$ cat src/rtl/pcie_scrambler_ctrl_if.sv
// Valid/ready bundle between the link-layer TX mux, the scrambler sequencer
// and the scrambler. slave = sequencer view, master = the surrounding logic.
interface pcie_scrambler_ctrl_if #(
  parameter int DATA_WIDTH = 128
);
  logic                  in_valid;
  logic                  in_ready;
  logic [DATA_WIDTH-1:0] in_data;
  logic                  in_eop;
  logic                  out_valid;
  logic                  out_ready;
  logic [DATA_WIDTH-1:0] out_data;
  logic                  out_scramble;

  modport slave (
    input  in_valid, in_data, in_eop, out_ready,
    output in_ready, out_valid, out_data, out_scramble
  );

  modport master (
    output in_valid, in_data, in_eop, out_ready,
    input  in_ready, out_valid, out_data, out_scramble
  );
endinterface

$ cat src/rtl/pcie_scrambler_ctrl.sv
// Scrambler sequencer: registers link-layer words towards the PHY TX
// scrambler, drives LFSR advance/reseed and the per-word scramble flag, and
// inserts SKP ordered sets at packet boundaries once the interval expires.
// Optional build macro PCIE_SCR_STATS_EN adds skp_count / word_count outputs.
module pcie_scrambler_ctrl #(
  parameter int                    DATA_WIDTH   = 128,
  parameter int                    SKP_INTERVAL = 1180,
  parameter int                    SKP_WORDS    = 1,
  parameter logic [DATA_WIDTH-1:0] SKP_WORD     = {(DATA_WIDTH/8){8'h1C}}
)(
  input  logic                         clk,
  input  logic                         reset_n,
  input  logic                         link_up,
  input  logic                         scr_disable,
  pcie_scrambler_ctrl_if.slave         bus,
  output logic                         lfsr_adv,
  output logic                         lfsr_reset,
  output logic                         skp_pending,
  output logic [1:0]                   state
`ifdef PCIE_SCR_STATS_EN
  ,
  output logic [15:0]                  skp_count,
  output logic [31:0]                  word_count
`endif
);

  localparam int CW = $clog2(SKP_INTERVAL);
  localparam int SW = (SKP_WORDS > 1) ? $clog2(SKP_WORDS) : 1;
  localparam logic [CW-1:0] CNT_MAX  = CW'(SKP_INTERVAL - 1);
  localparam logic [SW-1:0] SKP_LAST = SW'(SKP_WORDS - 1);

  typedef enum logic [1:0] {
    S_IDLE = 2'b00,
    S_DATA = 2'b01,
    S_SKP  = 2'b10
  } st_e;

  st_e                   st_q, st_d;
  logic [CW-1:0]         cnt_q;
  logic [SW-1:0]         skpn_q;
  logic                  in_pkt_q;
  logic                  blk_q;
  logic                  rs_q;
  logic                  ov_q;
  logic                  os_q;
  logic [DATA_WIDTH-1:0] od_q;

  logic cnt_sat, ins_block, out_free, accept, xfer, boundary, skp_last, go_skp;

  // Handshake and scheduling terms shared by every register below.
  // A pending SKP outside a packet closes the input immediately so no new
  // packet can start ahead of the ordered set.
  assign cnt_sat   = (cnt_q == CNT_MAX);
  assign ins_block = blk_q | (cnt_sat & ~in_pkt_q);
  assign out_free  = ~ov_q | bus.out_ready;
  assign accept    = bus.in_valid & bus.in_ready;
  assign xfer      = ov_q & bus.out_ready;
  assign boundary  = ~in_pkt_q | (accept & bus.in_eop);
  assign skp_last  = (st_q == S_SKP) & xfer & (skpn_q == SKP_LAST);
  assign go_skp    = (st_q == S_DATA) & ins_block & out_free;

  assign bus.in_ready     = (st_q == S_DATA) & ~ins_block & out_free;
  assign bus.out_valid    = ov_q;
  assign bus.out_data     = od_q;
  assign bus.out_scramble = os_q;
  assign lfsr_adv         = xfer & os_q;
  assign lfsr_reset       = rs_q;
  assign skp_pending      = cnt_sat;
  assign state            = st_q;

  // Next-state logic; loss of L0 wins from any state.
  always_comb begin
    st_d = st_q;
    case (st_q)
      S_IDLE:  if (link_up)  st_d = S_DATA;
      S_DATA:  if (go_skp)   st_d = S_SKP;
      S_SKP:   if (skp_last) st_d = S_DATA;
      default:               st_d = S_IDLE;
    endcase
    if (!link_up) st_d = S_IDLE;
  end

  // State register.
  always_ff @(posedge clk or negedge reset_n) begin
    if (!reset_n) st_q <= S_IDLE;
    else          st_q <= st_d;
  end

  // SKP interval counter: counts DATA cycles, parks at the limit until the
  // ordered set has gone out (frozen there during SKP backpressure).
  always_ff @(posedge clk or negedge reset_n) begin
    if (!reset_n)                                  cnt_q <= '0;
    else if (!link_up || skp_last || st_q == S_IDLE) cnt_q <= '0;
    else if (st_q == S_DATA && !cnt_sat)           cnt_q <= cnt_q + CW'(1);
  end

  // Packet tracking and input block once a SKP has found its boundary.
  always_ff @(posedge clk or negedge reset_n) begin
    if (!reset_n) begin
      in_pkt_q <= 1'b0;
      blk_q    <= 1'b0;
    end else begin
      if (!link_up)    in_pkt_q <= 1'b0;
      else if (accept) in_pkt_q <= ~bus.in_eop;
      if (!link_up || st_q != S_DATA) blk_q <= 1'b0;
      else if (cnt_sat && boundary)   blk_q <= 1'b1;
    end
  end

  // Index of the SKP word currently on the output.
  always_ff @(posedge clk or negedge reset_n) begin
    if (!reset_n)                       skpn_q <= '0;
    else if (!link_up || st_q != S_SKP) skpn_q <= '0;
    else if (xfer)                      skpn_q <= skpn_q + SW'(1);
  end

  // Output register: data words carry the scramble flag sampled at
  // acceptance; SKP words are never scrambled. Link loss drops the word.
  always_ff @(posedge clk or negedge reset_n) begin
    if (!reset_n) begin
      ov_q <= 1'b0;
      os_q <= 1'b0;
      od_q <= '0;
    end else if (!link_up) begin
      ov_q <= 1'b0;
    end else if (go_skp) begin
      ov_q <= 1'b1;
      os_q <= 1'b0;
      od_q <= SKP_WORD;
    end else if (accept) begin
      ov_q <= 1'b1;
      os_q <= ~scr_disable;
      od_q <= bus.in_data;
    end else if (xfer && (st_q != S_SKP || skp_last)) begin
      ov_q <= 1'b0;
    end
  end

  // LFSR reseed: held through IDLE, one pulse after the final SKP word.
  always_ff @(posedge clk or negedge reset_n) begin
    if (!reset_n) rs_q <= 1'b1;
    else          rs_q <= (st_d == S_IDLE) | skp_last;
  end

`ifdef PCIE_SCR_STATS_EN
  // Wrapping statistics; nothing moves in IDLE.
  always_ff @(posedge clk or negedge reset_n) begin
    if (!reset_n) begin
      skp_count  <= '0;
      word_count <= '0;
    end else if (st_q != S_IDLE) begin
      if (skp_last) skp_count  <= skp_count + 16'd1;
      if (lfsr_adv) word_count <= word_count + 32'd1;
    end
  end
`endif

endmodule

$ cat src/flat_wrapper.sv
// flat-port wrapper written by rule: the top's interface ports become plain ports
module pcie_scrambler_ctrl_flat 
#(
  parameter int                    DATA_WIDTH   = 128,
  parameter int                    SKP_INTERVAL = 1180,
  parameter int                    SKP_WORDS    = 1,
  parameter logic [DATA_WIDTH-1:0] SKP_WORD     = {(DATA_WIDTH/8){8'h1C}}
)
  (clk, reset_n, link_up, scr_disable, lfsr_adv, lfsr_reset, skp_pending, state, bus_in_valid, bus_in_data, bus_in_eop, bus_out_ready, bus_in_ready, bus_out_valid, bus_out_data, bus_out_scramble);
  pcie_scrambler_ctrl_if #(.DATA_WIDTH(DATA_WIDTH)) bus_i ();
  input  logic clk;
  input  logic reset_n;
  input  logic link_up;
  input  logic scr_disable;
  output logic lfsr_adv;
  output logic lfsr_reset;
  output logic skp_pending;
  output logic [1:0] state;
  input wire logic [$bits(bus_i.in_valid)-1:0] bus_in_valid;
  input wire logic [$bits(bus_i.in_data)-1:0] bus_in_data;
  input wire logic [$bits(bus_i.in_eop)-1:0] bus_in_eop;
  input wire logic [$bits(bus_i.out_ready)-1:0] bus_out_ready;
  output wire logic [$bits(bus_i.in_ready)-1:0] bus_in_ready;
  output wire logic [$bits(bus_i.out_valid)-1:0] bus_out_valid;
  output wire logic [$bits(bus_i.out_data)-1:0] bus_out_data;
  output wire logic [$bits(bus_i.out_scramble)-1:0] bus_out_scramble;
  assign bus_i.in_valid = bus_in_valid;
  assign bus_i.in_data = bus_in_data;
  assign bus_i.in_eop = bus_in_eop;
  assign bus_i.out_ready = bus_out_ready;
  assign bus_in_ready = bus_i.in_ready;
  assign bus_out_valid = bus_i.out_valid;
  assign bus_out_data = bus_i.out_data;
  assign bus_out_scramble = bus_i.out_scramble;
  pcie_scrambler_ctrl #(.DATA_WIDTH(DATA_WIDTH), .SKP_INTERVAL(SKP_INTERVAL), .SKP_WORDS(SKP_WORDS), .SKP_WORD(SKP_WORD)) u_core (.clk(clk), .reset_n(reset_n), .link_up(link_up), .scr_disable(scr_disable), .bus(bus_i), .lfsr_adv(lfsr_adv), .lfsr_reset(lfsr_reset), .skp_pending(skp_pending), .state(state));
endmodule
$ cat config.mk
export PLATFORM = sky130hd
export DESIGN_NAME = pcie_scrambler_ctrl_flat
export DESIGN_NICKNAME = d
export VERILOG_FILES = /design/src/rtl/pcie_scrambler_ctrl_if.sv /design/src/rtl/pcie_scrambler_ctrl.sv /design/src/flat_wrapper.sv
export SDC_FILE = /design/constraint.sdc
export NUM_CORES = 1
export LEC_CHECK = 0
export BUFFER_PORTS_ARGS = -buffer_cell sky130_fd_sc_hd__buf_2
export CAP_MARGIN = 30
export CORE_MARGIN = 1
export CORE_UTILIZATION = 46
export CTS_CLUSTER_SIZE = 16
export DETAILED_ROUTE_END_ITERATION = 6
export HOLD_SLACK_MARGIN = 0.08
export MAX_ROUTING_LAYER = met4
export PLACE_DENSITY = 0.8
export SYNTH_ARGS = -nofsm -noshare
export SYNTH_HDL_FRONTEND = slang
export SYNTH_SLANG_ARGS = --single-unit
export TNS_END_PERCENT = 30
$ cat constraint.sdc
create_clock -name clk -period 2.4 [get_ports clk]
set_input_delay 0 -clock clk [delete_from_list [all_inputs] [get_ports clk]]
set_output_delay 0 -clock clk [all_outputs]
set_load 0.02 [all_outputs]
Word-level counts from Yosys, hierarchy flattened. Cells that the tools add are included.

Output and inout bits: 136. Input bits: 135. Logic and storage cells: 76. Register bits after elaboration: 147.

Reduce and logical (&&, ||, !) cells: 17. Bitwise operators: 21. Mux-type cells: 20. Eq/ne operators: 7. Add/subtract/negate cells: 2.

Operators by type and width (count): two-way mux 128 bit (2); two-way mux 11 bit (2); two-way mux 1 bit (12); adder 11 x 1 -> 11 bit (second input constant) (1); bitwise AND 1 bit (11); equality test 11 bit (second input constant) (1); nonzero test 2 bit (4); two-way mux 2 bit (3); inverter 1 bit (6); case mux 2 bit (3 select lines) (1); logical OR 1 bit (5); logical NOT 2 bit (2); != test 2 x 1 -> 1 bit (second input constant) (2); != test 4 x 1 -> 1 bit (second input constant) (1); OR 1 bit (4); logical AND 1 bit (3); equality test 2 x 1 -> 1 bit (second input constant) (1); equality test 2 bit (second input constant) (1); logical NOT 1 bit (2); != test 2 bit (second input constant) (1); AND reduction 2 bit (1); adder 1 bit (second input constant) (1).

Longest topological paths before layout.
Depth after elaboration: 12. Gate-level depth with buffers: 7. Depth with buffers taken out: 5.

Worst setup path after synthesis. No wires, ideal clock.

Path type: register to register. Start point: register u_core.cnt_q[2]. End point: register u_core.od_q[0] (netlist: u_core.bus.out_data[0]). Setup slack: 0.282 ns. Cell stages (with the launch flop): 6. Period minus slack after synthesis: 2.118 ns. Library setup time: 0.121 ns. Arrival: 1.997 ns. Data required time: 2.279 ns. Path buffers: 1. Cells stage by stage: dfrtp_1 > or4b_4 > nor4_4 > o31ai_1 > clkbuf_1 > a22o_1.

Longest elaborated chain between the ends: 9. Elaborated cells on any way between the ends: 12. Classes of those cells: 1 x eq/ne; 1 x mux; 8 x bitwise; 2 x reduce/logical.

RTL lines: start: declaration (line pcie_scrambler_ctrl.sv:39) `logic [CW-1:0] cnt_q;`; start signal: assignment (line pcie_scrambler_ctrl.sv:94) `else if (st_q == S_DATA && !cnt_sat) cnt_q <= cnt_q + CW'(1);`; equality test 11 bit (*) (line pcie_scrambler_ctrl.sv:53) `assign cnt_sat = (cnt_q == CNT_MAX);`; bitwise AND 1 bit (*) (line pcie_scrambler_ctrl.sv:54) `assign ins_block = blk_q | (cnt_sat & ~in_pkt_q);`; OR 1 bit (*) (line pcie_scrambler_ctrl.sv:54); inverter 1 bit (line pcie_scrambler_ctrl.sv:62) `assign bus.in_ready = (st_q == S_DATA) & ~ins_block & out_free;`; bitwise AND 1 bit (2 in a row) (line pcie_scrambler_ctrl.sv:62); bitwise AND 1 bit (line pcie_scrambler_ctrl.sv:56) `assign accept = bus.in_valid & bus.in_ready;`; nonzero test 2 bit (no line); AND reduction 2 bit (no line); end signal: assignment (line pcie_scrambler_ctrl.sv:133) `od_q <= bus.in_data;`; end: declaration (line pcie_scrambler_ctrl.sv:46) `logic [DATA_WIDTH-1:0] od_q;`.

Mark *: on every way between the ends. The rest lies on a longest branch, timed or not. A chain may end at the register's enable or synchronous reset.

Worst setup path in the final report.
Start point: register u_core.cnt_q[0]. End point: register u_core.od_q[109] (netlist: u_core.bus.out_data[109]).

The elaborated chain is that of the path after synthesis.

==> impl_metrics.yaml <==
run_status:
  status: "finished, violations left"
  violations: "design-rule violations"
worst_setup_path:
  path_cells: "ha_1 > or4bb_4 > nor4_4 > buf_4 > nor4b_4 > buf_4 > buf_12 > a22o_1"
  crit_path_end: "u_core.bus.out_data[109]$_DFFE_PN0P_"
  cp-start-kind: "register"
  r2r_end: "u_core.bus.out_data[109]$_DFFE_PN0P_"
  r2r_setup_slack_ns: 0.11
  path_max_fanout: 50
  r2r_start: "u_core.cnt_q[0]$_DFFE_PN0P_"
  reg2regPathDepth: 8
  critPathArrivalTime_ns: 2.58
  crit_start: "u_core.cnt_q[0]$_DFFE_PN0P_"
  worst_path_most_repeated_cell: "buf_4"
  slowest_delay_ns: 0.50
  crit_required_ns: 2.69
  slowest_stage: "or4bb_4"
  worstSetupPathType: "reg2reg"
  worstSetupEndpointType: "register"
placed_design:
  numPortBuffers: 270
  dp_hpwl_um: 10300
  placed_area_um2: 7110
  gp_congestion: 0.860
  dp_cells: 791
  dp_slack_ns: 0.0657
clocking:
  clk_pin_slew_worst_paths_ns: 0.06
  cts.sinks: 147
  htreeDepth: 4
  cts_tree: "built"
  clk_latency_ns: 0.42
  numCtsBuffers: 17
  root_buffer: "clkbuf_16"
  cts.path.max_buffers: 2
timing:
  setup_tns_ns: 0
  hold_viol: 0
  tightest_slew_ns: 0.582
  maxSlewViolCount: 0
  max_slew_margin_pct: 60.9
  finalCritPeriodShare_pct: 95.3
  setup_ws_ns: 0.112
  fmax_ghz: 0.437
  holdWs_ns: 0.118
  finClkSkew_ns: 0.0174
  rsz0062_at_grt: "false"
  min_period_ns: 2.29
  setup_violations: 0
yosys:
  syn_inst: 397
  ys.flop_type: "dfrtp_1"
  synth_edf_count: 0
  synth.area.top_cells: "dfrtp_1 66%, a22o_1 13%, o22a_1 7.6%, clkbuf_1 1.3%, nand2_1 1.2%"
  netlist_area_um2: 5540
  ys_ff_latch: 147
  yosysWarnings: 0
  async_reset_ff_share_pct: 100
  synth_top_area_cell: "dfrtp_1"
  synthSimpleGateAreaFrac_pct: 6.54
  synthAdderAreaFrac_pct: 0.226
  synth_cell_types: 46
  syn_avg_cell_area_um2: 14.0
  syn-num-nets: 533
  synth-seq-area-share_pct: 66.4
  synth_top_cell_area_share_pct: 65.9
  synth_compound_area_share_pct: 23.0
  synthMuxAreaShare_pct: 0
  synth_top_family_by_area: "compound AO/OA/AOI/OAI gates"
  synth-xor-area-share_pct: 1.11
power_and_ir_drop:
  power.leakage_nw: 4.42
  power.density_nw_per_um2: 850
  vdd_drop_max_v: 0.000416
  p_total_mw: 7.73
layout:
  multi_input_area_um2: 1750
  fin_nets: 941
  final_util_pct: 78.7
  diodes: 0
  layout.cells.non_filler: 961
  syn_to_final_growth_pct: 64.2
  fillers: 618
  regArea_um2: 3680
  drive_gt1_share_pct: 40.1
  finalInstanceArea_um2: 9100
detailed_routing:
  vias: 5237
  drt-total-wl_um: 18400
  ant_nets: 0
  drtIter0Drc: 378
  drt_pass1_iterations: 7
  drc: 21
  routedWlPerCell_um: 19.2
  viasPerCell: 5.45
hold_path:
  hp-start: "bus_in_valid"
  hp-class: "in2reg"
grt:
  grt_max_degree: 82
  grt_pass1_vias: 5611
  grtUsageTotal_pct: 31.4
  grt_pass1_wl_um: 29200
  grt_overflow_total: 0
  antenna_found_initial: 0
flow_run:
  max-cap-violations: 0
floorplan:
  start_util_pct: 47.9
  core_um2: 11600
  rows: 39
  io_pins: 271
  chipHeight_um: 112
  dieArea_um2: 12500
  die_width_um: 112
[worst max-delay path: cells and delay by family, from the launching register on]
family	cells	cell delay, ns
compound gates	1	0.22
fa+ha+maj	1	0.19
simple gates	3	0.81
buf+inv	3	0.54
flops	1	0.39
[cell usage in the layout, fill, tap and decap left out, types with 2 or more instances in the layout]
master and count:
nand3b_1 3, dlygate4sd3_1 134, o21ai_0 5, and2_1 2, nand3_1 4, buf_4 11, nor2_1 10, nor3_1 2
buf_12 5, or3_1 2, buf_2 269, xor2_1 5, nand2b_1 2, dfrtp_1 146, a21o_1 2, a22o_1 80
inv_6 2, o22a_1 48, a21oi_1 5, bufinv_16 3, clkinv_2 2, and3_1 5, clkinv_4 6, nand2_1 17
xnor2_1 2, clkbuf_16 17, a21boi_0 2
[kinds of logic (layout without fill, tap and decap cells)]
| logic type | Yosys count | count (layout) |
|---|---|---|
| compound gates | 151 | 151 |
| fa+ha+maj | 1 | 1 |
| simple gates | 60 | 60 |
| xor+xnor | 7 | 7 |
| flops | 147 | 147 |
| buf+inv | 31 | 452 |
[how the worst min path moves through the flow]
stage,endpoint,slack (ns),cells past startpoint
6_report,u_core.in_pkt_q$_DFFE_PN0P_,0.12,4
5_1_grt,u_core.in_pkt_q$_DFFE_PN0P_,0.14,4
4_1_cts,u_core.in_pkt_q$_DFFE_PN0P_,0.09,4
3_5_place_dp,u_core.bus.out_data[16]$_DFFE_PN0P_,0.02,1
3_3_place_gp,u_core.bus.out_data[14]$_DFFE_PN0P_,0.008,1
2_1_floorplan,u_core.blk_q$_DFFE_PN0P_,-0.30,0
[layer usage]
layer / part of all wire [%] / vias up / global-route usage (%) / routed length, um
met3: 6.7 / 53 / 8.00 / 1240
met4: 3.2 / 0 / 13.3 / 586
li1: - / 2332 / - / -
met5: 0 / - / - / 0
met1: 38 / 2538 / 35.0 / 7040
met2: 52 / 314 / 53.5 / 9590
[registers in the layout, indices dropped and copies added, names as in the netlist]
register / flops
u_core.in_pkt_q: 1
u_core.lfsr_reset: 1
u_core.bus.out_scramble: 1
u_core.state: 2
u_core.blk_q: 1
u_core.bus.out_data: 128
u_core.skpn_q: 1
u_core.bus.out_valid: 1
u_core.cnt_q: 11
[what timing repair did]
action / in CTS / in global routing
setup buffers: 0 / 4
hold buffers: 134 / 0
setup endpoints to repair: 0 / 81
gates resized for setup: 0 / 1
hold endpoints to repair: 199 / 0
[cell usage after synthesis, drive strengths merged, types with 2 or more instances]
| cell type | count |
|---|---|
| dfrtp | 146 |
| or3 | 2 |
| nor4 | 2 |
| a22o | 80 |
| nor2 | 10 |
| a21oi | 5 |
| a21o | 2 |
| nand2 | 17 |
| nor3 | 2 |
| xnor2 | 2 |
| o22a | 48 |
| nand2b | 2 |
| and2 | 2 |
| buf | 12 |
| or4 | 2 |
| o21ai | 5 |
| nand3b | 3 |
| and3 | 5 |
| nand3 | 4 |
| xor2 | 5 |
| clkbuf | 19 |
| a21boi | 3 |
[final cells by class]
type                       count  share of cell area (%)
sequential                   147                    40.4
multi-input combinational    219                    19.2
clock inverter                14                    1.95
timing repair buffer         420                    31.7
clock buffer                  18                    4.82
tap                          143                    1.97
[power by group]
part	internal (mW)	switching (mW)	total [mW]
Combinational	0.829	1.03	1.86
Clock	1.68	1.06	2.74
Sequential	2.88	0.259	3.14
Power figures use the tool's default switching activity.
